File: src/rtl/io_pkg.sv
// Shared types and helpers for the button-event conditioning block.
package io_pkg;

    typedef enum logic [1:0] {
        RPT_IDLE,
        RPT_DELAY,
        RPT_REPEAT
    } rpt_state_e;

    function automatic int cnt_w(input int n);
        return $clog2(n + 1);
    endfunction

endpackage

File: src/rtl/io_button_events_if.sv
// Pin-side levels in, single-cycle clock-domain events out.
interface io_button_events_if #(
    parameter int N_CH = 4
);
    logic [N_CH-1:0] buttons;
    logic [N_CH-1:0] repeat_en;
    logic [N_CH-1:0] button_pulse;
    logic [N_CH-1:0] button_release;
    logic [N_CH-1:0] button_held;

    modport master (
        output buttons, repeat_en,
        input  button_pulse, button_release, button_held
    );

    modport slave (
        input  buttons, repeat_en,
        output button_pulse, button_release, button_held
    );
endinterface

File: src/rtl/io_button_channel.sv
// One button channel: synchroniser, debounce filter, press/release edges
// and hold-to-repeat pulse train.
module io_button_channel
    import io_pkg::*;
#(
    parameter int SYNC_LEN      = 2,
    parameter int DEBOUNCE_CYC  = 4,
    parameter int REPEAT_DELAY  = 20,
    parameter int REPEAT_PERIOD = 8
) (
    input  logic clk,
    input  logic rst_n,
    input  logic button,
    input  logic repeat_en,
    output logic pulse,
    output logic rel,
    output logic held
);
    localparam int RMAX = (REPEAT_DELAY > REPEAT_PERIOD) ? REPEAT_DELAY : REPEAT_PERIOD;
    localparam int DW   = cnt_w(DEBOUNCE_CYC);
    localparam int RW   = cnt_w(RMAX);
    localparam logic [DW-1:0] DLAST = DW'(DEBOUNCE_CYC - 1);
    localparam logic [RW-1:0] RDLY  = RW'(REPEAT_DELAY);
    localparam logic [RW-1:0] RPER  = RW'(REPEAT_PERIOD);

    logic [SYNC_LEN-1:0] sync_q, sync_d;
    logic [DW-1:0]       dcnt_q, dcnt_d;
    logic [RW-1:0]       rcnt_q, rcnt_d;
    logic                held_q, held_d;
    logic                pulse_q, pulse_d;
    logic                rel_q, rel_d;
    rpt_state_e          state_q, state_d;
    logic                sync_s, rise, fall, fire;

    always_ff @(posedge clk or negedge rst_n) begin
        if (!rst_n) begin
            sync_q  <= '0;
            dcnt_q  <= '0;
            rcnt_q  <= '0;
            held_q  <= 1'b0;
            pulse_q <= 1'b0;
            rel_q   <= 1'b0;
            state_q <= RPT_IDLE;
        end else begin
            sync_q  <= sync_d;
            dcnt_q  <= dcnt_d;
            rcnt_q  <= rcnt_d;
            held_q  <= held_d;
            pulse_q <= pulse_d;
            rel_q   <= rel_d;
            state_q <= state_d;
        end
    end

    always_comb begin
        sync_d  = {sync_q[SYNC_LEN-2:0], button};
        sync_s  = sync_q[SYNC_LEN-1];
        held_d  = held_q;
        dcnt_d  = '0;
        rise    = 1'b0;
        fall    = 1'b0;
        fire    = 1'b0;
        state_d = state_q;
        rcnt_d  = rcnt_q;

        // Any sample agreeing with the held level restarts the mismatch count.
        if (sync_s != held_q) begin
            if (dcnt_q == DLAST) begin
                held_d = sync_s;
                rise   = sync_s;
                fall   = !sync_s;
            end else begin
                dcnt_d = dcnt_q + DW'(1);
            end
        end

        // A release or a dropped enable silences any repeat due this cycle.
        if (fall || !repeat_en) begin
            state_d = RPT_IDLE;
            rcnt_d  = '0;
        end else begin
            unique case (state_q)
                RPT_IDLE: begin
                    if (rise || held_q) begin
                        state_d = RPT_DELAY;
                        rcnt_d  = RW'(1);
                    end
                end
                RPT_DELAY: begin
                    if (rcnt_q == RDLY) begin
                        fire    = 1'b1;
                        state_d = RPT_REPEAT;
                        rcnt_d  = RW'(1);
                    end else begin
                        rcnt_d = rcnt_q + RW'(1);
                    end
                end
                RPT_REPEAT: begin
                    if (rcnt_q == RPER) begin
                        fire   = 1'b1;
                        rcnt_d = RW'(1);
                    end else begin
                        rcnt_d = rcnt_q + RW'(1);
                    end
                end
                default: begin
                    state_d = RPT_IDLE;
                    rcnt_d  = '0;
                end
            endcase
        end

        pulse_d = rise | fire;
        rel_d   = fall;
    end

    assign pulse = pulse_q;
    assign rel   = rel_q;
    assign held  = held_q;

endmodule

File: src/rtl/io_button_events.sv
// N_CH independent button conditioners turning raw pin levels into
// debounced levels and single-cycle press/release/repeat pulses.
module io_button_events
    import io_pkg::*;
#(
    parameter int N_CH          = 4,
    parameter int SYNC_LEN      = 2,
    parameter int DEBOUNCE_CYC  = 4,
    parameter int REPEAT_DELAY  = 20,
    parameter int REPEAT_PERIOD = 8
) (
    input  logic                clk,
    input  logic                rst_n,
    io_button_events_if.slave   bus
);
    logic [N_CH-1:0] pulse_w, rel_w, held_w;

    for (genvar i = 0; i < N_CH; i++) begin : g_ch
        io_button_channel #(
            .SYNC_LEN      (SYNC_LEN),
            .DEBOUNCE_CYC  (DEBOUNCE_CYC),
            .REPEAT_DELAY  (REPEAT_DELAY),
            .REPEAT_PERIOD (REPEAT_PERIOD)
        ) u_ch (
            .clk       (clk),
            .rst_n     (rst_n),
            .button    (bus.buttons[i]),
            .repeat_en (bus.repeat_en[i]),
            .pulse     (pulse_w[i]),
            .rel       (rel_w[i]),
            .held      (held_w[i])
        );
    end

    assign bus.button_pulse   = pulse_w;
    assign bus.button_release = rel_w;
    assign bus.button_held    = held_w;

endmodule

File: src/flat_wrapper.sv
// flat-port wrapper written by rule: the top's interface ports become plain ports
module io_button_events_flat import io_pkg::*;
#(
    parameter int N_CH          = 4,
    parameter int SYNC_LEN      = 2,
    parameter int DEBOUNCE_CYC  = 4,
    parameter int REPEAT_DELAY  = 20,
    parameter int REPEAT_PERIOD = 8
)
  (clk, rst_n, bus_buttons, bus_repeat_en, bus_button_pulse, bus_button_release, bus_button_held);
  io_button_events_if #(.N_CH(N_CH)) bus_i ();
  input  logic clk;
  input  logic rst_n;
  input wire logic [$bits(bus_i.buttons)-1:0] bus_buttons;
  input wire logic [$bits(bus_i.repeat_en)-1:0] bus_repeat_en;
  output wire logic [$bits(bus_i.button_pulse)-1:0] bus_button_pulse;
  output wire logic [$bits(bus_i.button_release)-1:0] bus_button_release;
  output wire logic [$bits(bus_i.button_held)-1:0] bus_button_held;
  assign bus_i.buttons = bus_buttons;
  assign bus_i.repeat_en = bus_repeat_en;
  assign bus_button_pulse = bus_i.button_pulse;
  assign bus_button_release = bus_i.button_release;
  assign bus_button_held = bus_i.button_held;
  io_button_events #(.N_CH(N_CH), .SYNC_LEN(SYNC_LEN), .DEBOUNCE_CYC(DEBOUNCE_CYC), .REPEAT_DELAY(REPEAT_DELAY), .REPEAT_PERIOD(REPEAT_PERIOD)) u_core (.clk(clk), .rst_n(rst_n), .bus(bus_i));
endmodule
File: config.mk
export PLATFORM = sky130hd
export DESIGN_NAME = io_button_events_flat
export DESIGN_NICKNAME = d
export VERILOG_FILES = /design/src/rtl/io_pkg.sv /design/src/rtl/io_button_events_if.sv /design/src/rtl/io_button_channel.sv /design/src/rtl/io_button_events.sv /design/src/flat_wrapper.sv
export SDC_FILE = /design/constraint.sdc
export NUM_CORES = 1
export LEC_CHECK = 0
export ABC_AREA = 0
export CAP_MARGIN = 25
export CORE_MARGIN = 2
export CORE_UTILIZATION = 60
export CTS_BUF_LIST = sky130_fd_sc_hd__clkbuf_8 sky130_fd_sc_hd__clkbuf_16
export CTS_CLUSTER_DIAMETER = 200
export CTS_CLUSTER_SIZE = 40
export DETAILED_ROUTE_END_ITERATION = 8
export GPL_ROUTABILITY_DRIVEN = 1
export PLACE_DENSITY = 0.91
export SLEW_MARGIN = 20
export SYNTH_ARGS = -nofsm -noshare
export SYNTH_HDL_FRONTEND = slang
export SYNTH_HIERARCHICAL = 1
export SYNTH_SLANG_ARGS = --single-unit
File: constraint.sdc
create_clock -name clk -period 2.3 [get_ports clk]
set_input_delay 0.575 -clock clk [delete_from_list [all_inputs] [get_ports clk]]
set_output_delay 0.575 -clock clk [all_outputs]
set_load 0.05 [all_outputs]
## Word-level counts from Yosys, hierarchy flattened

Cells that the tools add are included.

- Register bits after elaboration: 60
- Input bits: 10
- Output and inout port bits: 12
- Word-level logic and storage cells: 180

- Add/sub/neg operators: 8
- Equality and inequality tests: 36
- Muxes and demuxes: 76
- Bitwise operators: 4
- Reductions and logical operators: 28

Operators with widths:

| kind | number |
|---|---|
| 5-bit two-way mux | 16 |
| 5-bit case mux with 3 select lines | 4 |
| 1-bit two-way mux | 28 |
| 2-bit two-way mux | 12 |
| 3-bit two-way mux | 8 |
| 3-bit != test (second input constant) | 8 |
| 2-bit case mux with 3 select lines | 4 |
| 5-bit by 1-bit adder with 5-bit output (second input constant) | 4 |
| 5-bit by 4-bit == test with 1-bit output (second input constant) | 4 |
| 5-bit == test (second input constant) | 4 |
| 3-bit by 1-bit adder with 3-bit output (second input constant) | 4 |
| 3-bit by 2-bit == test with 1-bit output (second input constant) | 4 |
| 3-bit AND reduction | 4 |
| 2-bit by 1-bit == test with 1-bit output (second input constant) | 4 |
| 2-bit == test (second input constant) | 4 |
| 1-bit logical NOT | 8 |
| 2-bit logical NOT | 4 |
| 1-bit logical OR | 8 |
| 2-bit != test (second input constant) | 4 |
| 1-bit case mux with 2 select lines | 4 |
| 2-bit AND reduction | 4 |
| 1-bit != test | 4 |
| 1-bit bitwise OR | 4 |

## Longest topological paths before layout

- Depth after elaboration: 7
- Gate-level depth with buffers: 6
- Depth with buffers taken out: 6

## By module

Netlist, hierarchy kept.

Modules (own cells, without submodules):

| module | times used | cells an instance | area each (µm²) | sequential area each (µm²) |
|---|---|---|---|---|
| io_button_channel at u_core.g_ch[0].u_ch ... | 3 | 87 | 902.1 | 375.4 |
| io_button_channel at u_core.g_ch[3].u_ch | 1 | 85 | 890.9 | 375.4 |

## Worst setup path after synthesis

Ideal clock, no wire load.

- Path type: flip-flop to flip-flop
- From: register u_core.g_ch[0].u_ch.held_q
- To: register u_core.g_ch[0].u_ch.state_q[0]
- Setup time: 0.119 ns
- Arrival: 1.514 ns
- Data required time: 2.181 ns
- Slack: 0.668 ns
- Stages on the path, launching flop included: 5
- Path buffers: 0
- Period minus slack after synthesis: 1.632 ns
- Path through: dfrtp_1 and2b_4 a221oi_4 mux2i_1 nor2_1

- Word-level cells in the longest chain between the ends: 5
- Elaborated cells on any way between the ends: 10
- Classes of those cells: 4 x eq/ne; 3 x mux; 3 x reduce/logical

RTL lines:

| element | line | RTL |
|---|---|---|
| from (decl) | io_button_channel.sv:29 | `logic held_q, held_d;` |
| from (signal assigned) | io_button_channel.sv:48 | `held_q <= held_d;` |
| 1-bit != test | io_button_channel.sv:67 | `if (sync_s != held_q) begin` |
| 1-bit two-way mux | io_button_channel.sv:67 |  |
| 1-bit logical OR, on equally long branches | io_button_channel.sv:78, io_button_channel.sv:84 |  |
| 3-bit != test (no line) / 2-bit != test (equally long branches) | - |  |
| 3-bit AND reduction (no line) | - |  |
| to (signal assigned) | io_button_channel.sv:51 | `state_q <= state_d;` |
| to (decl) | io_button_channel.sv:32 | `rpt_state_e state_q, state_d;` |

Several ways; a longest one is shown, not always the timed one.
A chain may end at the register's enable or synchronous reset.

## Final worst setup path

- From: register u_core.g_ch[2].u_ch.held_q
- To: output port bus_button_held[2]

RTL lines:

| element | line | RTL |
|---|---|---|
| from (decl) | io_button_channel.sv:29 |  |
| from (signal assigned) | io_button_channel.sv:48 |  |
| to (decl) | flat_wrapper.sv:18 | `output wire logic [$bits(bus_i.button_held)-1:0] bus_button_held;` |

No word-level cell between the ends.

==> results.tsv <==
metric	value	unit
run_status	completed	
rsz0062_at_grt	no	
synth-seq-cells	60	
antenna_found_initial	0	
area_growth	14.1	%
synth_warnings	6	
slew_headroom	0.658	
synth_edf_count	0	
crit_arrival	1640	ps
drt_iter0_drc	125	
cts_setup_buffers	0	
synthCells	346	
drive_gt1_frac	0.0955	
clockRootBuffer	clkbuf_8	
cap_viol_max_count	0	
crit_chain	clkdlybuf4s50_1	
grt_first_pass_wirelength	11600	um
grt_pass1_vias	2631	
cts_tree	yes	
slowest_delay	840	ps
hpwlAfterDp	4920	um
post-route-min-period	2220	ps
ff2ff_setup_slack	330	ps
end_kind	output port	
viasPerCell	6.06	
worstRegToRegCells	6	
clockBufferDepth	2	
io_pins	22	
worstPathRequired	1730	ps
ys_top_cells_by_area	dfrtp_1 (42%), ha_1 (12%), inv_1 (2.8%), nand2_1 (2.5%), nor2_1 (2.3%)	
coreArea	5850	sq um
fin_nets	417	
wire_per_inst	15.5	um
drt_first_pass_iters	5	
die_w	81.4	um
place_congestion	0.895	
clockPowerShare	0.236	
start_util	0.615	
worst_pin_slew	513	ps
die_height	81.4	um
syn_avg_cell_area	10.4	sq um
nFillCells	409	
vias	2738	
combPwrFrac	0.444	
final_cell_mix	dfrtp_1 (60), ha_1 (35), inv_1 (27), nand2_1 (24), nor2_1 (22)	
r2r_end	u_core/g_ch[2].u_ch/pulse	
rr_startpoint	u_core/g_ch[2].u_ch/state_q[0]	
cts.sinks	60	
netlist.area_leader.share	0.417	
p_sw	1.80	mW
tns	0	ps
p_int	2.82	mW
fmax	450	MHz
p_leak	1.83	nW
synth_ff_type	dfrtp_1	
port_buffers	21	
die_area	6630	sq um
final_common_cell	dfrtp_1	
clkTransAtPathRegs	70	ps
cp_max_fo	7	
maxSlewViolCount	0	
powerDensity	1130	nW/um^2
clock_skew	11.8	ps
clock_latency	340	ps
async_flop_share	1.00	
ys_types	48	
hp-class	primary input to async pin	
critPathKind	flip-flop to output port	
grt_start_max_net_pins	47	
hold_buffers	0	
antenna_cells	0	
critPathBufInv	1	
switching_share	0.389	
seq_area_frac_synth	0.417	
critPathTopFamily	buffers and inverters	
overflow	0	
setup_viol	0	
row_count	28	
syn_nets	391	
cts_resized	0	
totalWireLength	7010	um
ant_nets	0	
cp_slowest_cell	clkdlybuf4s50_1	
drcViolationCount	0	
p_seq_frac	0.319	
synth_largest_area_cell	dfrtp_1	
cp-start-kind	flip-flop	
cts_buffers	9	
h-tree-depth	3	
fin_crit_sh	0.965	
hold_viol_final	0	
holdWs	147	ps
track_usage	0.230	
syn_area	3600	sq um
irDropWorstVdd	676	uV
## state kept, by name, indices dropped and copies added (netlist names)
name                      cells
u_core/g_ch.u_ch/held         4
u_core/g_ch.u_ch/state_q      8
u_core/g_ch.u_ch/pulse        4
u_core/g_ch.u_ch/rel          4
u_core/g_ch.u_ch/rcnt_q      20
u_core/g_ch.u_ch/sync_q       8
u_core/g_ch.u_ch/dcnt_q      12
## how the worst max path moves through the flow
stage / start / to / slack [ps] / depth (start not counted)
floorplan: u_core/g_ch[0].u_ch/held / u_core/g_ch[0].u_ch/state_q[0] / 670 / 4
global placement: bus_repeat_en[2] / u_core/g_ch[2].u_ch/rcnt_q[3] / 380 / 4
detailed placement: bus_repeat_en[2] / u_core/g_ch[2].u_ch/rcnt_q[4] / 310 / 4
CTS: u_core/g_ch[1].u_ch/held / bus_button_held[1] / 20 / 1
global route: u_core/g_ch[3].u_ch/held / bus_button_held[3] / 10 / 1
finish: u_core/g_ch[2].u_ch/held / bus_button_held[2] / 80 / 1
## worst register-to-register path: stages, from the launching register on
cell	delay [ps]
dfrtp_1	450
inv_1	150
ha_1	270
nor4bb_1	300
o21ai_0	230
o31ai_1	340
and2_1	170
## layer usage
metal / global-route usage / up-vias / part of all wire / routed length [um]
li1: - / 1307 / - / -
met3: 0.0681 / 8 / 0.049 / 346
met5: 0 / - / 0 / 0
met4: 0.103 / 0 / 0.0091 / 64
met1: 0.272 / 1335 / 0.42 / 2920
met2: 0.388 / 88 / 0.52 / 3680
## through the flow
stage / setup slack (ps) / total power [mW] / cells / utilization / area, sq um
2_1_floorplan: 668 / 3.03 / 346 / - / 3600
3_3_place_gp: 379 / 3.37 / 436 / 0.660 / 3860
3_5_place_dp: 311 / 3.50 / 436 / 0.660 / 3860
4_1_cts: 23.0 / 4.63 / 452 / 0.700 / 4100
5_1_grt: 12.7 / 4.94 / 452 / 0.701 / 4100
6_report: 80.2 / 4.62 / 452 / 0.701 / 4100
## cells in the mapped netlist (2+ instances only)
library cell,n
dfrtp_1,60
nand4b_1,9
nor3b_2,3
o21ai_0,7
o21ai_1,6
a211oi_1,3
nor2_1,22
nand3_1,12
mux2i_1,6
nand4_1,9
nand2b_1,2
and4b_1,3
and2_1,7
and2b_4,3
or3_1,8
o31ai_1,3
nand3b_1,4
a21bo_1,3
o32ai_1,6
xnor2_1,4
nor2b_1,5
and2_2,3
a221oi_4,3
nor3b_1,8
or2b_1,3
nor4bb_1,7
inv_1,27
buf_6,3
nor4b_1,4
buf_2,4
a31oi_1,9
a21oi_1,14
ha_1,35
nand2_1,24
nor3_1,4
## cell type report
type | instances | area, sq um | share of cell area
clock inverters | 4 | 70.1 | 0.0171
repair buffers | 22 | 230 | 0.0561
well taps | 75 | 93.8 | 0.0229
multi-input cells | 252 | 1940 | 0.473
inverters | 27 | 101 | 0.0247
clock buffers | 12 | 165 | 0.0403
flip-flops and latches | 60 | 1500 | 0.366
## power groups by stage
| stage | logic (mW) | registers (mW) | clock network [mW] |
|---|---|---|---|
| 2_1_floorplan | 1.45 | 1.57 | 0 |
| 3_3_place_gp | 1.90 | 1.47 | 0 |
| 3_5_place_dp | 2.01 | 1.49 | 0 |
| 4_1_cts | 2.04 | 1.47 | 1.12 |
| 5_1_grt | 2.26 | 1.51 | 1.17 |
| 6_report | 2.05 | 1.48 | 1.09 |
## cells by family (layout without fill, tap and decap cells)
kind of cell / after synthesis / in the layout / share of synthesized area
compound gates: 62 / 62 / 0.131
xor+xnor: 4 / 4 / 0.00974
fa+ha+maj: 35 / 35 / 0.122
buf+inv: 34 / 65 / 0.0431
flops: 60 / 60 / 0.417
mux: 6 / 6 / 0.0167
simple gates: 145 / 145 / 0.260
Power figures use the tool's default switching activity.
